`src/rtl/mem_access.sv`:
```
// Memory stage: runs loads/stores on a req/gnt/rvalid data bus and stalls the pipe until the access retires.
// Handles byte-lane steering, load extension, misalignment drop and bus timeout.
module mem_access #(
  parameter int ADDR_WIDTH  = 32,
  parameter int DATA_WIDTH  = 32,
  parameter int BUS_TIMEOUT = 255
) (
  input  logic                  clk_i,
  input  logic                  rst_i,
  input  logic [3:0]            mem_op_i,
  input  logic                  mem_we_i,
  input  logic [ADDR_WIDTH-1:0] mem_addr_i,
  input  logic [DATA_WIDTH-1:0] mem_data_i,
  input  logic [4:0]            reg_waddr_i,
  input  logic                  reg_we_i,
  input  logic [DATA_WIDTH-1:0] reg_wdata_i,
  output logic                  dbus_req_o,
  output logic                  dbus_we_o,
  output logic [ADDR_WIDTH-1:0] dbus_addr_o,
  output logic [3:0]            dbus_be_o,
  output logic [DATA_WIDTH-1:0] dbus_wdata_o,
  input  logic                  dbus_gnt_i,
  input  logic                  dbus_rvalid_i,
  input  logic [DATA_WIDTH-1:0] dbus_rdata_i,
  output logic [4:0]            reg_waddr_o,
  output logic                  reg_we_o,
  output logic [DATA_WIDTH-1:0] reg_wdata_o,
  output logic                  stallreq_o,
  output logic                  misalign_o,
  output logic                  bus_err_o
);

  localparam logic [3:0] OP_LB  = 4'd1;
  localparam logic [3:0] OP_LH  = 4'd2;
  localparam logic [3:0] OP_LW  = 4'd3;
  localparam logic [3:0] OP_LBU = 4'd4;
  localparam logic [3:0] OP_LHU = 4'd5;
  localparam logic [3:0] OP_SB  = 4'd6;
  localparam logic [3:0] OP_SH  = 4'd7;
  localparam logic [3:0] OP_SW  = 4'd8;
  localparam logic [8:0] TMO_LIMIT = 9'(BUS_TIMEOUT);

  typedef enum logic [1:0] {
    ST_IDLE = 2'd0,
    ST_REQ  = 2'd1,
    ST_WAIT = 2'd2,
    ST_DONE = 2'd3
  } state_t;

  function automatic logic is_load_f(input logic [3:0] op);
    return (op >= OP_LB) && (op <= OP_LHU);
  endfunction

  function automatic logic is_store_f(input logic [3:0] op);
    return (op >= OP_SB) && (op <= OP_SW);
  endfunction

  function automatic logic aligned_f(input logic [3:0] op, input logic [1:0] lane);
    case (op)
      OP_LH, OP_LHU, OP_SH: return !lane[0];
      OP_LW, OP_SW:         return lane == 2'b00;
      default:              return 1'b1;
    endcase
  endfunction

  function automatic logic [3:0] be_f(input logic [3:0] op, input logic [1:0] lane);
    case (op)
      OP_LB, OP_LBU, OP_SB: return 4'b0001 << lane;
      OP_LH, OP_LHU, OP_SH: return lane[1] ? 4'b1100 : 4'b0011;
      default:              return 4'b1111;
    endcase
  endfunction

  function automatic logic [31:0] wdata_f(input logic [3:0] op, input logic [31:0] d);
    case (op)
      OP_SB:   return {4{d[7:0]}};
      OP_SH:   return {2{d[15:0]}};
      default: return d;
    endcase
  endfunction

  function automatic logic [31:0] ext_f(input logic [3:0] op, input logic [1:0] lane,
                                        input logic [31:0] w);
    logic [7:0]  b;
    logic [15:0] h;
    b = w[{lane, 3'b000} +: 8];
    h = lane[1] ? w[31:16] : w[15:0];
    case (op)
      OP_LB:   return {{24{b[7]}}, b};
      OP_LBU:  return {24'd0, b};
      OP_LH:   return {{16{h[15]}}, h};
      OP_LHU:  return {16'd0, h};
      default: return w;
    endcase
  endfunction

  state_t                state_r;
  logic [7:0]            cnt_r;
  logic [DATA_WIDTH-1:0] rdata_r;
  logic [3:0]            op_r;
  logic [1:0]            lane_r;
  logic [4:0]            waddr_r;
  logic                  we_r;
  logic                  err_r;
  logic                  is_mem_s;
  logic                  aligned_s;
  logic                  tmo_s;
  logic                  unused_s;

  // mem_we_i duplicates what mem_op_i already encodes
  assign unused_s  = mem_we_i;
  assign is_mem_s  = is_load_f(mem_op_i) || is_store_f(mem_op_i);
  assign aligned_s = aligned_f(mem_op_i, mem_addr_i[1:0]);

  // Timeout fires on the last permitted REQ/WAIT cycle; a zero limit disables it.
  always_comb begin
    if (TMO_LIMIT != 9'd0) begin
      tmo_s = ({1'b0, cnt_r} + 9'd1) >= TMO_LIMIT;
    end else begin
      tmo_s = 1'b0;
    end
  end

  // Access sequencer with registered bus outputs.
  always_ff @(posedge clk_i) begin
    if (rst_i) begin
      state_r      <= ST_IDLE;
      cnt_r        <= 8'd0;
      rdata_r      <= '0;
      op_r         <= 4'd0;
      lane_r       <= 2'd0;
      waddr_r      <= 5'd0;
      we_r         <= 1'b0;
      err_r        <= 1'b0;
      dbus_req_o   <= 1'b0;
      dbus_we_o    <= 1'b0;
      dbus_addr_o  <= '0;
      dbus_be_o    <= 4'd0;
      dbus_wdata_o <= '0;
    end else begin
      case (state_r)
        ST_IDLE: begin
          if (is_mem_s && aligned_s) begin
            op_r         <= mem_op_i;
            lane_r       <= mem_addr_i[1:0];
            waddr_r      <= reg_waddr_i;
            we_r         <= reg_we_i;
            dbus_req_o   <= 1'b1;
            dbus_we_o    <= is_store_f(mem_op_i);
            dbus_addr_o  <= {mem_addr_i[ADDR_WIDTH-1:2], 2'b00};
            dbus_be_o    <= be_f(mem_op_i, mem_addr_i[1:0]);
            dbus_wdata_o <= wdata_f(mem_op_i, mem_data_i);
            state_r      <= ST_REQ;
          end
        end
        ST_REQ: begin
          cnt_r <= cnt_r + 8'd1;
          if (dbus_gnt_i) begin
            dbus_req_o <= 1'b0;
            state_r    <= dbus_we_o ? ST_DONE : ST_WAIT;
          end else if (tmo_s) begin
            dbus_req_o <= 1'b0;
            err_r      <= 1'b1;
            state_r    <= ST_DONE;
          end
        end
        ST_WAIT: begin
          cnt_r <= cnt_r + 8'd1;
          if (dbus_rvalid_i) begin
            rdata_r <= dbus_rdata_i;
            state_r <= ST_DONE;
          end else if (tmo_s) begin
            err_r   <= 1'b1;
            state_r <= ST_DONE;
          end
        end
        ST_DONE: begin
          cnt_r   <= 8'd0;
          err_r   <= 1'b0;
          state_r <= ST_IDLE;
        end
        default: state_r <= ST_IDLE;
      endcase
    end
  end

  // Writeback/stall outputs: pass-through in IDLE, retire result in DONE.
  always_comb begin
    reg_waddr_o = 5'd0;
    reg_we_o    = 1'b0;
    reg_wdata_o = '0;
    stallreq_o  = 1'b0;
    misalign_o  = 1'b0;
    bus_err_o   = 1'b0;
    if (rst_i) begin
      stallreq_o = 1'b0;
    end else begin
      case (state_r)
        ST_IDLE: begin
          if (!is_mem_s) begin
            reg_waddr_o = reg_waddr_i;
            reg_we_o    = reg_we_i;
            reg_wdata_o = reg_wdata_i;
          end else if (!aligned_s) begin
            reg_waddr_o = reg_waddr_i;
            misalign_o  = 1'b1;
          end else begin
            stallreq_o = 1'b1;
          end
        end
        ST_REQ, ST_WAIT: stallreq_o = 1'b1;
        ST_DONE: begin
          reg_waddr_o = waddr_r;
          if (err_r) begin
            bus_err_o = 1'b1;
          end else if (is_load_f(op_r)) begin
            reg_we_o    = we_r;
            reg_wdata_o = ext_f(op_r, lane_r, rdata_r);
          end else begin
            reg_we_o = 1'b0;
          end
        end
        default: stallreq_o = 1'b0;
      endcase
    end
  end

endmodule
```
`config.mk`:
```
export PLATFORM = sky130hd
export DESIGN_NAME = mem_access
export DESIGN_NICKNAME = d
export VERILOG_FILES = /design/src/rtl/mem_access.sv
export SDC_FILE = /design/constraint.sdc
export NUM_CORES = 1
export LEC_CHECK = 0
export BUFFER_PORTS_ARGS = -buffer_cell sky130_fd_sc_hd__buf_4
export CELL_PAD_IN_SITES_DETAIL_PLACEMENT = 0
export CELL_PAD_IN_SITES_GLOBAL_PLACEMENT = 2
export CORE_MARGIN = 3
export CORE_UTILIZATION = 28
export DETAILED_ROUTE_END_ITERATION = 16
export GPL_ROUTABILITY_DRIVEN = 1
export PLACE_DENSITY = 0.94
export SKIP_CTS_REPAIR_TIMING = 1
export SLEW_MARGIN = 20
export SYNTH_ARGS = -nofsm -noshare
export SYNTH_HDL_FRONTEND = slang
export SYNTH_SLANG_ARGS = --single-unit
```
`constraint.sdc`:
```
create_clock -name clk_i -period 4 [get_ports clk_i]
set_input_delay 0.8 -clock clk_i [delete_from_list [all_inputs] [get_ports clk_i]]
set_output_delay 0.8 -clock clk_i [all_outputs]
set_load 0.02 [all_outputs]
```
After elaboration in Yosys (flattened, before gate mapping). Cells that the tools add are included. W data, S select, Z words.

Shift operators: 2. Magnitude comparators: 7. $add $sub $neg: 2. Reduce and logical (&&, ||, !) cells: 19. Muxes and demuxes: 46. Equality and inequality tests: 19.

Operators by type and width (number): $mux W32 (4); $pmux W32 S2 (2); $pmux W32 S4 (1); $shiftx A32 B6 Y8 (1); $eq A4 B3 Y1 const B (6); $mux W1 (21); $mux W16 (1); $pmux W8 S2 (1); $mux W5 (3); $eq A4 B2 Y1 const B (3); $pmux W5 S2 (1); $add A8 B1 Y9 const B (1); $ge A9 B8 Y1 const B (1); $add A8 B1 Y8 const B (1); $eq A4 B1 Y1 const B (2); $ge A4 B1 Y1 const B (2); $le A4 B3 Y1 const B (2); $mux W2 (4); $pmux W1 S2 (4); $pmux W2 S4 (1); $pmux W4 S2 (1); $ne A2 B2 Y1 const B (3); $reduce_and A3 Y1 (2); $reduce_or A3 Y1 (2); other kinds (17) (25).

Word-level logic and storage cells: 108. Bits in registers: 123.

Longest topological paths before layout.
Word-level depth: 7. Gate-level depth with buffers: 9.

Least setup slack after synthesis. Ideal clock, no wire load.

Path type: input to output. Start: input mem_op_i[2]. End: output stallreq_o. Setup slack: 0.670 ns. Cell stages on the path: 8. Arrival: 2.530 ns. Required time: 3.200 ns. Cells stage by stage: buf_2 mux2_1 a21oi_1 o2111a_1 buf_2 buf_2 nor2_1 nor3_1.

Cells in the longest elaborated chain, start to end: 7. Elaborated cells on any way between the ends: 19. Those cells by class: order compare: 4; eq/ne: 5; mux: 5; reduce/logical: 5.

Ends and longest elaborated chain: from (decl) (RTL line 10) `input logic [3:0] mem_op_i,`; $eq A4 B2 Y1 (tied with other cells) (RTL line 59) `case (op)`; $reduce_or A3 Y1 or $reduce_or A2 Y1 (tied branches) (RTL line 59); $pmux W1 S2 (RTL line 59); $mux W1 (RTL line 204) `end else if (!aligned_s) begin`; $mux W1 * (RTL line 200) `if (!is_mem_s) begin`; $pmux W1 S2 * (RTL line 198) `case (state_r)`; $mux W1 * (RTL line 195) `if (rst_i) begin`; to (decl) (RTL line 28) `output logic stallreq_o,`.

Mark *: on every way between the ends. The rest lies on a longest branch, timed or not.

Worst setup path after layout.
Start: register op_r[1]. End: output reg_wdata_o[5].

Cells in the longest elaborated chain, start to end: 6. Elaborated cells on any way between the ends: 12. Those cells by class: order compare: 2; eq/ne: 4; mux: 5; reduce/logical: 1.

Ends and longest elaborated chain: from (decl) (RTL line 100) `logic [3:0] op_r;`; from (signal assigned) (RTL line 144) `op_r <= mem_op_i;`; $ge A4 B1 Y1 (tied with other cells) (RTL line 51) `return (op >= OP_LB) && (op <= OP_LHU);`; $logic_and A1 B1 Y1 or $pmux W32 S4 (tied branches) (RTL line 51, 88); $mux W32 * (RTL line 216) `end else if (is_load_f(op_r)) begin`; $mux W32 * (RTL line 214) `if (err_r) begin`; $pmux W32 S2 * (RTL line 198); $mux W32 * (RTL line 195); to (decl) (RTL line 27) `output logic [DATA_WIDTH-1:0] reg_wdata_o,`.

Marks and branches as above.

==> flow_metrics.env <==
export IMPL_status="finished clean"
export IMPL_antenna_found_initial=0
export IMPL_clock_sinks=123
export IMPL_grt_overflow_total=0
export IMPL_drv_slew=0
export IMPL_fin_crit_ns=3.64
export IMPL_setup_viol=0
export IMPL_worstMarginPinSlew_ns=0.946
export IMPL_start_util_pct=28.6
export IMPL_ios=254
export IMPL_hold_path_class="reg2reg"
export IMPL_synth_area_um2=6490
export IMPL_drt_pre_antenna_iters=5
export IMPL_cts_root_buf="clkbuf_16"
export IMPL_fin_nets=1213
export IMPL_clkSlewWorstSetupHoldPaths_ns=0.06
export IMPL_die_area_um2=25100
export IMPL_coreArea_um2=22700
export IMPL_drive_gt1_share_pct=29.6
export IMPL_place_area_um2=8460
export IMPL_p_leak_nw=3.65
export IMPL_worstSetupStartpointType="register"
export IMPL_rows=55
export IMPL_grt_use_total_pct=18.2
export IMPL_vias=6763
export IMPL_die_x_um=158
export IMPL_synth_most_common_cell="nand2_1"
export IMPL_p_per_area_nw_per_um2=520
export IMPL_fillCellCount=2391
export IMPL_cts_max_path_buffers=2
export IMPL_path_class="reg2out"
export IMPL_worst_endpoint_arrival_ns=2.84
export IMPL_total_power_mw=4.70
export IMPL_cts_tree="built"
export IMPL_routabilityCongestion=0.810
export IMPL_vias_per_cell=4.97
export IMPL_timing_fmax_mhz=275
export IMPL_syn_inst=860
export IMPL_synth_top_cell_by_area="dfxtp_1"
export IMPL_syn_area_per_cell_um2=7.55
export IMPL_fin_skew_ns=0.0193
export IMPL_wl_met2_um=10600
export IMPL_final_util_pct=39.8
export IMPL_area_delta_synth_final_pct=39.2
export IMPL_finalHoldViolCount=0
export IMPL_drtAntennaViolNets=0
export IMPL_grt_pass1_vias=6370
export IMPL_grt_max_degree=87
export IMPL_met1Wirelength_um=10100
export IMPL_period_share_pct=90.9
export IMPL_top_layer_used="met4"
export IMPL_synth_flop_cell="dfxtp_1"
export IMPL_wl_met3_um=2490
export IMPL_synthArstFlopShare_pct=0
export IMPL_clkLatencyLatePin_ns=0.42
export IMPL_cp_max_fo=26
export IMPL_drc=0
export IMPL_dp_hpwl_um=16900
export IMPL_synth_top_area_share_pct=37.9
export IMPL_relSlewSlack_pct=36.9
export IMPL_finalInstanceArea_um2=9040
export IMPL_routed_wl_um=23500
export IMPL_max_cap_viol_count=0
export IMPL_routedWlPerCell_um=17.3
export IMPL_cp_end_kind="output port"
export IMPL_numCtsBuffers=17
export IMPL_ys_warn_count=0
export IMPL_ys_types=68
export IMPL_diodes=0
export IMPL_irDropWorstVdd_uv=240
export IMPL_fin_tns_setup_ns=0
export IMPL_rsz0062_at_grt="no"
export IMPL_yosys_top_cells_count="220 x nand2_1, 143 x a21oi_1, 123 x dfxtp_1"
export IMPL_io_buffers=250
export IMPL_fin_hold_ws_ns=0.450
export IMPL_yosysSeqAreaShare_pct=37.9
export IMPL_die_h_um=158
export IMPL_synth_edff_count=0
export IMPL_dr_first_iter_drc_count=330
export IMPL_cts_max_level=4
export IMPL_required_ns=3.20
export IMPL_grt_pass1_wl_um=35600
export IMPL_ys_ff_latch=123
export IMPL_ys_top_cells_by_area="dfxtp_1 38%, nand2_1 13%, a21oi_1 11%"
[through the flow]
| stage | setup WS, ns | cells |
|---|---|---|
| finish | 0.363 | 1360 |
| floorplan | 0.670 | 861 |
| CTS | 0.345 | 1360 |
| global placement | 0.457 | 1329 |
| global route | 0.239 | 1360 |
| detailed placement | 0.456 | 1329 |
[sequential cells by signal (all words and copies together), names as in the netlist]
| name | count |
|---|---|
| rdata_r | 32 |
| op_r | 4 |
| dbus_addr_o | 30 |
| err_r | 1 |
| state_r | 2 |
| dbus_be_o | 4 |
| cnt_r | 8 |
| we_r | 1 |
| dbus_we_o | 1 |
| dbus_req_o | 1 |
| dbus_wdata_o | 32 |
| lane_r | 2 |
| waddr_r | 5 |
[placed cells by master, fill, tap and decap left out, types with 10 or more instances in the layout]
cell type / n
buf_4: 264
nor2_1: 39
o221ai_1: 12
o211ai_1: 17
nand2_1: 220
o21ai_0: 35
mux2i_1: 18
and3_1: 10
dfxtp_1: 123
inv_1: 10
clkbuf_16: 17
a21oi_1: 143
[logic make-up (layout without fill, tap and decap cells)]
kind of cell               after synthesis  count (layout)  share of synthesized area (%)
AOI/OAI and AO/OA                      279             279                           26.9
xor gates and xnor gates                 5               5                          0.674
adders and majority gates                7               7                           1.35
buffers and inverters                   92             306                           6.80
DFF                                    123             123                           37.9
muxes                                   28              28                           4.51
other                                    1               2                         0.0577
and+or+nand+nor                        325             325                           21.8
[layer usage]
metal	global-route usage [%]	up-vias
li1	-	3411
met1	22.7	3108
met2	29.4	228
met3	7.50	16
met4	4.75	0
met5	0	-
[power breakdown]
group | switching, mW | internal, mW
registers | 0.130 | 1.40
clock network | 0.610 | 0.933
logic | 0.995 | 0.638
[final timing paths]
path	startpoint	to	slack [ns]	cells past startpoint
worst max-delay path	op_r[1]	reg_wdata_o[5]	0.36	6
worst min-delay path	dbus_wdata_o[14]	dbus_wdata_o[14]	0.45	2
worst max register to register	state_r[0]	dbus_wdata_o[25]	1.48	6
worst min register to register	dbus_wdata_o[14]	dbus_wdata_o[14]	0.45	2
[worst max-delay path: stages, from the launching register on]
cell and delay (ns):
dfxtp_1 0.86, or3b_2 0.52, a21o_1 0.25, nor3b_1 0.22
o21ai_0 0.14, a32o_1 0.30, buf_4 0.15
[area by class of cell]
type | count | area [µm²] | share of cell area, %
clock buffers | 18 | 439 | 4.86
multi-input cells | 646 | 3610 | 40.0
clock inverters | 13 | 145 | 1.61
flip-flops and latches | 123 | 2460 | 27.2
inverters | 11 | 41.3 | 0.457
well taps | 285 | 357 | 3.94
repair buffers | 264 | 1980 | 21.9
No activity file was read; power rests on OpenSTA's default activity.
